`config.mk`:
```
export PLATFORM = sky130hd
export DESIGN_NAME = truth_table_scanner
export DESIGN_NICKNAME = d
export VERILOG_FILES = /design/src/rtl/tt_scanner_pkg.sv /design/src/rtl/tt_lookup.sv /design/src/rtl/truth_table_scanner.sv
export SDC_FILE = /design/constraint.sdc
export NUM_CORES = 1
export LEC_CHECK = 0
export ABC_AREA = 1
export CORE_MARGIN = 1
export CORE_UTILIZATION = 44
export CTS_BUF_LIST = sky130_fd_sc_hd__clkbuf_4
export DETAILED_ROUTE_END_ITERATION = 7
export PLACE_DENSITY_LB_ADDON = 0.12
export SLEW_MARGIN = 20
export SYNTH_ARGS = -nofsm -noshare
export SYNTH_HDL_FRONTEND = slang
export SYNTH_SLANG_ARGS = --single-unit
```
`constraint.sdc`:
```
create_clock -name clk -period 2 [get_ports clk]
set_clock_uncertainty 0.15 [all_clocks]
set_input_delay 0.6 -clock clk [delete_from_list [all_inputs] [get_ports clk]]
set_output_delay 0.6 -clock clk [all_outputs]
set_load 0.02 [all_outputs]
```
`src/rtl/tt_scanner_pkg.sv`:
```
// Shared types and constants for the truth-table scanner.
package tt_scanner_pkg;

  typedef enum logic [1:0] {
    IDLE = 2'd0,
    EVAL = 2'd1,
    HOLD = 2'd2,
    FIN  = 2'd3
  } ttState_e;

  localparam logic MODE_SINGLE = 1'b0;
  localparam logic MODE_SWEEP  = 1'b1;

endpackage

```
`src/rtl/tt_lookup.sv`:
```
// Combinational truth-table lookup: s = tt[sel], bit i of tt is the output for input vector i.
module tt_lookup #(
  parameter int N_IN = 4
) (
  input  logic [2**N_IN-1:0] tt,
  input  logic [N_IN-1:0]    sel,
  output logic               s
);

  assign s = tt[sel];

endmodule

```
`src/rtl/truth_table_scanner.sv`:
```
// Truth-table scanner: evaluates one input vector or sweeps all of them with a valid/ready output.
// Optional macro TT_PARITY_EN adds a 'parity' output (XOR of accepted s values since start).
module truth_table_scanner
  import tt_scanner_pkg::*;
#(
  parameter int N_IN = 4,
  localparam int TT_W = 2**N_IN
) (
  input  logic            clk,
  input  logic            reset,
  input  logic            start,
  input  logic            mode,
  input  logic [TT_W-1:0] tt,
  input  logic [N_IN-1:0] x,
  output logic            busy,
  output logic            out_valid,
  input  logic            out_ready,
  output logic [N_IN-1:0] out_x,
  output logic            s,
  output logic [N_IN:0]   ones,
  output logic            done
`ifdef TT_PARITY_EN
  ,
  output logic            parity
`endif
);

  localparam logic [N_IN-1:0] IdxOne  = N_IN'(1);
  localparam logic [N_IN-1:0] IdxLast = '1;

  ttState_e        stateQ, stateD;
  logic [TT_W-1:0] ttQ, ttD;
  logic            modeQ, modeD;
  logic [N_IN-1:0] idxQ, idxD;
  logic            busyQ, busyD;
  logic            validQ, validD;
  logic [N_IN-1:0] outXQ, outXD;
  logic            sQ, sD;
  logic [N_IN:0]   onesQ, onesD;
  logic            doneQ, doneD;
`ifdef TT_PARITY_EN
  logic            parityQ, parityD;
`endif

  logic [N_IN-1:0] lookupSel;
  logic            lookupS;

  // In HOLD the mux looks one index ahead so the next result is ready on acceptance.
  assign lookupSel = (stateQ == HOLD) ? idxQ + IdxOne : idxQ;

  tt_lookup #(
    .N_IN (N_IN)
  ) uLookup (
    .tt  (ttQ),
    .sel (lookupSel),
    .s   (lookupS)
  );

  always_comb begin
    stateD  = stateQ;
    ttD     = ttQ;
    modeD   = modeQ;
    idxD    = idxQ;
    busyD   = busyQ;
    validD  = validQ;
    outXD   = outXQ;
    sD      = sQ;
    onesD   = onesQ;
    doneD   = 1'b0;
`ifdef TT_PARITY_EN
    parityD = parityQ;
`endif
    unique case (stateQ)
      IDLE: begin
        if (start) begin
          ttD     = tt;
          modeD   = mode;
          idxD    = (mode == MODE_SWEEP) ? '0 : x;
          onesD   = '0;
          busyD   = 1'b1;
          stateD  = EVAL;
`ifdef TT_PARITY_EN
          parityD = 1'b0;
`endif
        end
      end
      EVAL: begin
        validD = 1'b1;
        outXD  = idxQ;
        sD     = lookupS;
        stateD = HOLD;
      end
      HOLD: begin
        if (out_ready) begin
          onesD   = onesQ + {{N_IN{1'b0}}, sQ};
`ifdef TT_PARITY_EN
          parityD = parityQ ^ sQ;
`endif
          if (modeQ == MODE_SINGLE || idxQ == IdxLast) begin
            validD = 1'b0;
            busyD  = 1'b0;
            doneD  = 1'b1;
            stateD = FIN;
          end else begin
            idxD  = lookupSel;
            outXD = lookupSel;
            sD    = lookupS;
          end
        end
      end
      FIN: begin
        stateD = IDLE;
      end
      default: stateD = IDLE;
    endcase
  end

  always_ff @(posedge clk) begin
    if (reset) begin
      stateQ  <= IDLE;
      ttQ     <= '0;
      modeQ   <= MODE_SINGLE;
      idxQ    <= '0;
      busyQ   <= 1'b0;
      validQ  <= 1'b0;
      outXQ   <= '0;
      sQ      <= 1'b0;
      onesQ   <= '0;
      doneQ   <= 1'b0;
`ifdef TT_PARITY_EN
      parityQ <= 1'b0;
`endif
    end else begin
      stateQ  <= stateD;
      ttQ     <= ttD;
      modeQ   <= modeD;
      idxQ    <= idxD;
      busyQ   <= busyD;
      validQ  <= validD;
      outXQ   <= outXD;
      sQ      <= sD;
      onesQ   <= onesD;
      doneQ   <= doneD;
`ifdef TT_PARITY_EN
      parityQ <= parityD;
`endif
    end
  end

  assign busy      = busyQ;
  assign out_valid = validQ;
  assign out_x     = outXQ;
  assign s         = sQ;
  assign ones      = onesQ;
  assign done      = doneQ;
`ifdef TT_PARITY_EN
  assign parity    = parityQ;
`endif

endmodule

```
# Yosys cells after proc, flatten, opt, wreduce, memory -nomap -nowiden
# Cells that the tools add are included.
# word_totals
input_bits	25
output_inout_bits	13
wordCells	61
ff_bits	36
# classes
bitwise_logic	3
n_reduce_logical	12
magnitude_cmp	1
addsub	2
n_eq_ne	8
muxes	25
# op_table
operator	n
$mux 4	5
$pmux 4 s2	2
$reduce_and 3->1	4
$mux 5	2
$pmux 5 s2	1
$pmux 2 s4	1
$reduce_and 4->1	2
$mux 1	7
$mux 2	3
$ne 2x2->1 const B	3
$pmux 1 s2	3
$add 5x1->5	1
$lt 4x5->1 const B	1
$add 4x1->4 const B	1
$bmux 1 s4	1
$eq 2x2->1 const B	2
$eq 4x4->1 const B	1
$reduce_bool 2->1	2
$not 1->1	3
$reduce_or 3->1	1
$eq 2x1->1 const B	1
$logic_not 2->1	1
$ne 2x1->1 const B	1
$reduce_and 2->1	1
$logic_or 1x1->1	1

# Logic depth before layout (Yosys ltp)
# Gate-level depths: netlist (run 1).
# depth
ltp_word	7
depth_mapped	12
mapped_depth_nobuf	12

# Modules after synthesis
# Synthesis (run 1) repeated with hierarchy kept, for this count alone.
# hier_totals
cells_unflattened	276
hier_area_um2	1864.3
# modules_own_cells
mod	cells_per_inst	seq_area_each_um2	n_inst	area_each_um2
truth_table_scanner	226	720.7	1	1634.1
tt_lookup	50	0.0	1	230.2

# Worst setup path after synthesis (run 1)
# Ideal clock, no wire load.
# synth_timing
path_type	reg-to-reg
from	register stateQ[0]
to	register sQ, in the netlist s
path_stages_with_launch	12
arrival_ps	1418
n_path_buf	2
path_slack_ps	312
setup_ps	119
required_ps	1731
synth_period_minus_slack_ps	1688
path_cell_list	dfxtp_1 > inv_1 > ha_1 > buf_4 > inv_2 > or2_1 > nand2_1 > a21oi_1 > buf_2 > nand2_1 > nand2_1 > a21oi_1
# synth_between
elab_chain_cells	7
elab_cells_between_ends	12
classes_between	4 x eq/ne; 6 x mux; 2 x reduce/logical
# synth_lines
element	line	rtl
start: declaration	truth_table_scanner.sv:31	ttState_e stateQ, stateD;
start signal: assignment	truth_table_scanner.sv:134	stateQ <= stateD;
$eq 2x2->1	truth_table_scanner.sv:49, truth_table_scanner.sv:73	
$mux 4	truth_table_scanner.sv:49	assign lookupSel = (stateQ == HOLD) ? idxQ + IdxOne : idxQ;
$bmux 1 s4	tt_lookup.sv:10	assign s = tt[sel];
$mux 1 (not written as such)	tt_lookup.sv:10	
$mux 1	truth_table_scanner.sv:99	if (modeQ == MODE_SINGLE || idxQ == IdxLast) begin
$mux 1	truth_table_scanner.sv:94	if (out_ready) begin
$pmux 1 s2	truth_table_scanner.sv:73	unique case (stateQ)
end signal: assignment	truth_table_scanner.sv:127	sQ <= 1'b0;
end signal: assignment	truth_table_scanner.sv:141	sQ <= sD;
end: declaration	truth_table_scanner.sv:38	logic sQ, sD;
# Parallel ways exist; a longest one is shown, timed or not. The select of a mux whose other input is x is not followed.
# A chain may end at the register's enable or synchronous reset.

# Worst setup path after layout (run 1)
# layout_timing
from	register onesQ[2], in the netlist ones[2]
to	output ones[2]
# layout_rtl
element	line	rtl
start: declaration	truth_table_scanner.sv:39	logic [N_IN:0] onesQ, onesD;
start signal: assignment	truth_table_scanner.sv:142	onesQ <= onesD;
end: declaration	truth_table_scanner.sv:20	output logic [N_IN:0] ones,
# No word-level cell between the ends.

==> flow_summary_export.csv, run 1 <==
group,metric,value,unit
critical_path,cp-startpoint,"ones[2]",
timing,timing.final.crit_period,1.85,ns
route,drc_errors,0,
global_route,grt_pass1_wl,6680,um
critical_path,critPathArrivalTime,1.10,ns
min_path,whs_path_depth,2,
clock_network,cts.path.max_buffers,2,
floorplanning,coreArea,3740,um^2
clock_network,post_cts_buffers,0,
power_and_ir_drop,clkPwrFrac,0.132,
placed_design,port_buffers,37,
route,drt_iter0_drc,64,
power_and_ir_drop,swShare,0.436,
yosys,synthAdderAreaFrac,0.0502,
critical_path,path_cells,"dlygate4sd2_1",
yosys,synth_compound_area_frac,0.202,
power_and_ir_drop,pwr-share-comb,0.536,
route,routed-via-count,1631,
run,max_cap_violations,0,
power_and_ir_drop,p_seq_frac,0.332,
critical_path,path_class,"flip-flop to primary output",
global_route,grt_max_degree,30,
timing,setup_viol,0,
clock_network,clock_latency,0.35,ns
critical_path,cp_slowest_cell,"dfxtp_1",
cells_and_area,finalNonFillerCells,336,
critical_path,start_kind,"flip-flop",
yosys,ys.flop_type,"dfxtp_1",
power_and_ir_drop,power.total,3040,uW
cells_and_area,num-nets-final,319,
power_and_ir_drop,p_int,1710,uW
route,wl,3910,um
timing,hold_viol_final,0,
clock_network,clk_pin_slew,0.10,ns
clock_network,hold_buffers,0,
critical_path,crit_family,"flip-flops",
global_route,antenna_found_initial,0,
yosys,synthTopCellsByArea,"dfxtp_1 (41%), o21ai_0 (8.6%), nand2_1 (7.5%)",
critical_path,rr_startpoint,"stateQ[0]",
route,drtPass1Iterations,4,
timing,fin_setup_tns,0,ns
critical_path,r2r_cells,8,
yosys,synth_cells,240,
floorplanning,fp.dieArea,4220,um^2
min_path,min_to,"ttQ[8]",
clock_network,cts_sinks,36,
clock_network,cts-htree-levels,2,
critical_path,critPathRequiredTime,1.25,ns
power_and_ir_drop,p_leak,0.00104,uW
placed_design,gp_congestion,0.842,
cells_and_area,utilization,0.610,
route,routedWlPerCell,11.6,um
yosys,synth_edf_count,0,
yosys,ys_seq_area_frac,0.413,
timing,timing_max_transition_violations_final,0,
yosys,avgSynthCellArea,7.27,um^2
yosys,synth_most_common_cell,"dfxtp_1",
min_path,hp-start,"ttQ[8]",
route,ant_nets,0,
clock_network,cts_buffers,5,
floorplanning,rows,22,
timing,rsz0062_at_grt,"false",
floorplanning,ios,38,
yosys,synth_top_cell_by_area,"dfxtp_1",
timing,fmax,542,MHz
yosys,synth-simple-area-share,0.219,
cells_and_area,area_growth,30.8,%
floorplanning,dieWidth,65.0,um
critical_path,reg2reg_slack,0.19,ns
cells_and_area,antenna_cells,0,
power_and_ir_drop,p_sw,1330,uW
yosys,synth_top_area_share,0.413,
yosys,syn_area,1740,um^2
critical_path,end_kind,"primary output",
yosys,synth_top_family_by_area,"simple AND/OR/NAND/NOR gates",
critical_path,cpPeakStageDelay,0.41,ns
critical_path,cp_max_fo,4,
power_and_ir_drop,worst_ir_drop_vdd,0.780,mV
clock_network,cts_tree,"done",
global_route,grt_pass1_vias,1482,
yosys,async_flop_share,0,
power_and_ir_drop,p_per_area,1330,nW/um^2
timing,slew-limit-headroom,0.731,
cells_and_area,fillers,382,
yosys,ys_seq_elements,36,
route,viasPerCell,4.85,
global_route,track_usage,0.209,
yosys,synth_warnings,0,
yosys,synthXorXnorAreaFrac,0.0201,
floorplanning,initial_core_util,0.466,
yosys,synth_mux_area_frac,0,
timing,worstMarginPinSlew,0.399,ns
timing,fin_crit_sh,0.923,
placed_design,dp.cells,328,
yosys,synth_common_cells,"dfxtp_1 (36), nand2_1 (35), inv_1 (33), o21ai_0 (30), a21oi_1 (25)",
min_path,holdCritPathClass,"flip-flop to flip-flop",
outcome,status,"complete, no violations",
clock_network,clock_tree.root_cell,"clkbuf_4",
floorplanning,die_h,65.0,um
yosys,synth_fp_nets,272,
yosys,synth.distinct_cells,32,
placed_design,dp.final_hpwl,2850,um
global_route,grt_overflow,0,
critical_path,worst-path-buf-inv,1,
cells_and_area,drive_gt1_frac,0.111,
critical_path,reg2reg_to,"ones[4]",
cell usage in the layout (no fill, tap or decap), types with 2 or more instances in the layout:
cell             netlist  final
nor2_1                21     20
o21ai_1                2      2
ha_2                   0      2
ha_1                   7      5
clkbuf_4               0      7
nor2_2                 2      3
a21oi_1               25     25
buf_4                  1     10
xor2_1                 2      2
o22ai_1                3      3
dlygate4sd2_1          0     13
inv_2                  2      2
xnor2_1                2      2
inv_1                 33     33
clkdlybuf4s50_1        0     24
o21ai_0               30     30
nand3_1               17     17
dfxtp_1               36     36
nand2_1               35     35
worst reg2reg max path, stage by stage (launching register included):
cell,delay [ns]
dfxtp_1,0.33
inv_1,0.12
ha_2,0.30
nor2_2,0.09
nor3_4,0.30
nand3_2,0.12
nor2_2,0.11
xnor2_1,0.12
nor2_1,0.05
cell type report:
class | instances | area, um^2 | area share
tap | 48 | 60.1 | 0.0263
timing repair buffer | 48 | 449 | 0.197
multi-input combinational | 161 | 865 | 0.379
sequential | 36 | 721 | 0.316
inverter | 35 | 131 | 0.0576
clock inverter | 1 | 3.75 | 0.00164
clock buffer | 7 | 52.6 | 0.0230
worst max-delay path by stage:
stage,endpoint,depth (start not counted)
6_report,ones[2],1
5_1_grt,s,10
4_1_cts,ones[4],8
3_5_place_dp,ones[4],7
3_3_place_gp,busy,7
2_1_floorplan,s,11
power groups by stage:
stage / sequential (uW) / combinational (uW) / clock [uW]
finish: 1010 / 1630 / 402
global route: 1030 / 1860 / 437
CTS: 1010 / 1630 / 406
detailed placement: 1030 / 1660 / 0
global placement: 1020 / 1640 / 0
floorplan: 1080 / 1080 / 0
what timing repair did:
item                       4_1_cts  5_1_grt
resized for setup               13        3
pin swaps                        0        0
setup endpoints to repair       13        8
logic make-up after synthesis:
| kind of cell | count (synthesis) |
|---|---|
| XOR/XNOR | 4 |
| adder cells (fa/ha/maj) | 7 |
| AND/OR/NAND/NOR | 84 |
| AO/OA/AOI/OAI | 66 |
| flip-flops | 36 |
| buffers and inverters | 43 |
per-layer routing:
| metal | wire length (um) | track usage |
|---|---|---|
| met1 | 1950 | 0.275 |
| met3 | 139 | 0.0423 |
| met4 | 71 | 0.0917 |
| met2 | 1750 | 0.328 |
| met5 | 0 | 0 |
metrics by stage:
stage	instance area (um^2)	worst slack [ns]	hold slack, ns
2_1_floorplan	1740	0.312	0.280
4_1_cts	2270	0.0920	0.313
3_5_place_dp	2230	-0.123	0.295
6_report	2280	0.154	0.310
3_3_place_gp	2230	-0.0884	0.293
5_1_grt	2280	0.0283	0.346
registers in the layout (all words and copies together), names as in the netlist:
signal     cells
ttQ           16
ones           5
idxQ           4
out_x          4
stateQ         2
busy           1
done           1
modeQ          1
out_valid      1
s              1
Power figures use the tool's default switching activity.
==> inputs of run 2 (changes only) <==
PLACE_DENSITY_LB_ADDON = 0.2   (was 0.12)
==> run 2 against run 1 <==
Against the previous run:
- first-iteration DRC count grew 6.3%
- maximum frequency shrank 0.18%
- sequential cell count is the same
- sequential power is essentially flat
- sequential share of layout area shrank 0.53 points
- wire length grew 4.8%
- core utilization grew 1.0 points
- count of clock-buffer cells in the layout shrank 1
- critical path depth grew 5
- final area grew 1.7%
- total power grew 2.3%
- cell count is the same
==> flow_summary_export.csv, run 2 (synthesis gave the netlist of run 1 again) <==
group,metric,value,unit
outcome,status,"complete, no violations",
placed_design,port_buffers,37,
route,drc_errors,0,
placed_design,gp_congestion,0.866,
cells_and_area,num-nets-final,320,
global_route,grt_max_degree,23,
critical_path,critPathArrivalTime,1.91,ns
global_route,antenna_found_initial,0,
placed_design,post_dp_cell_area,2250,um^2
clock_network,clock_latency,0.33,ns
floorplanning,rows,22,
global_route,grt_pass1_wl,6980,um
floorplanning,coreArea,3740,um^2
run,max_cap_violations,0,
route,viasPerCell,4.95,
cells_and_area,drive_gt1_frac,0.125,
timing,timing.final.crit_period,1.85,ns
min_path,holdCritPathClass,"flip-flop to flip-flop",
clock_network,cts_tree,"done",
timing,fin_crit_sh,0.925,
clock_network,cts_sinks,36,
route,routed-via-count,1664,
clock_network,clk_pin_slew,0.10,ns
cells_and_area,regMostFlops,"ttQ",
global_route,grt_overflow,0,
timing,slew-limit-headroom,0.681,
route,wl,4100,um
floorplanning,ios,38,
critical_path,cp_max_fo,4,
power_and_ir_drop,p_per_area,1340,nW/um^2
cells_and_area,layout_commonest_cell,"dfxtp_1",
cells_and_area,utilization,0.620,
clock_network,hold_buffers,0,
route,drt_iter0_drc,68,
cells_and_area,finalNonFillerCells,336,
critical_path,critPathRequiredTime,2.06,ns
cells_and_area,area_growth,33.1,%
floorplanning,die_h,65.0,um
clock_network,cts-htree-levels,2,
timing,hold_viol_final,0,
route,drtPass1Iterations,4,
timing,worstMarginPinSlew,0.473,ns
critical_path,start_kind,"primary input",
floorplanning,fp.dieArea,4220,um^2
placed_design,dp.cells,328,
clock_network,cts.path.max_buffers,2,
timing,setup_viol,0,
cells_and_area,fillers,350,
placed_design,dp.final_hpwl,2980,um
power_and_ir_drop,worst_ir_drop_vdd,0.911,mV
floorplanning,initial_core_util,0.466,
clock_network,clock_tree.root_cell,"clkbuf_4",
timing,timing_max_transition_violations_final,0,
global_route,grt_pass1_vias,1597,
critical_path,end_kind,"flip-flop",
route,routedWlPerCell,12.2,um
clock_network,cts_buffers,5,
cells_and_area,final_area,2320,um^2
power_and_ir_drop,p_leak,0.00105,uW
critical_path,path_class,"primary input to flip-flop",
cells_and_area,antenna_cells,0,
cells_and_area,largest_reg_flops,16,
power_and_ir_drop,power.total,3110,uW
cells_and_area,layout_common_cells,"dfxtp_1 (36), nand2_1 (34), inv_1 (32)",
floorplanning,dieWidth,65.0,um
timing,rsz0062_at_grt,"false",
route,ant_nets,0,
global_route,track_usage,0.220,
timing,fmax,541,MHz
[run 2: cell count changes in the layout (fill, tap and decap cells not counted), sizes merged]
cell | previous run | this run
buf | 11 | 12
clkbuf | 7 | 6
[run 2: critical path, cell delays in order]
cell	delay (ns)
clkdlybuf4s50_1	0.51
nand2_1	0.08
nand2_1	0.09
o21ai_0	0.19
o21ai_0	0.31
a21oi_1	0.13
[run 2: where the power goes]
group	internal (uW)	leakage [uW]	switching (uW)	total (uW)
sequential	917	0.000296	102	1020
combinational	686	0.000725	1030	1720
clock	143	0.0000315	229	373
total	1750	0.00105	1360	3110
[run 2: path summary, 6_finish.rpt]
kind	from	to	slack, ns	cells past startpoint
setup / recovery	out_ready	busy	0.15	6
hold / removal	ttQ[0]	ttQ[0]	0.31	2
setup reg to reg	stateQ[1]	busy	0.17	6
hold reg to reg	ttQ[0]	ttQ[0]	0.31	2
[run 2: repair_timing]
| item | CTS | global route |
|---|---|---|
| gates resized for setup | 13 | 8 |
| hold endpoints to repair | 0 | 0 |
| buffers inserted | 0 | 1 |
| endpoints found under the setup margin | 13 | 8 |
| pin swaps | 0 | 1 |
[run 2: final cells by class]
| cell class | instances | area (um^2) | share of cell area |
|---|---|---|---|
| multi-input cells | 161 | 890 | 0.383 |
| flip-flops and latches | 36 | 721 | 0.311 |
| repair buffers | 49 | 469 | 0.202 |
| inverters | 35 | 131 | 0.0566 |
| well taps | 48 | 60.1 | 0.0259 |
| clock buffers | 6 | 45.0 | 0.0194 |
| clock inverters | 1 | 5.00 | 0.00216 |
[run 2: metal layers]
metal,vias up,GRT usage,wire length (um)
met5,-,0,0
li1,884,-,-
met1,727,0.270,1840
met3,6,0.0581,226
met2,47,0.358,1980
met4,0,0.0944,61
[run 2: per-stage QoR]
step,setup TNS (ns),setup WS [ns],hold slack [ns]
after global routing,0,0.0166,0.334
after floorplan,0,0.312,0.280
after global placement,-0.602,-0.106,0.292
after CTS,0,0.0462,0.311
final,0,0.150,0.309
after detailed placement,-0.964,-0.146,0.295
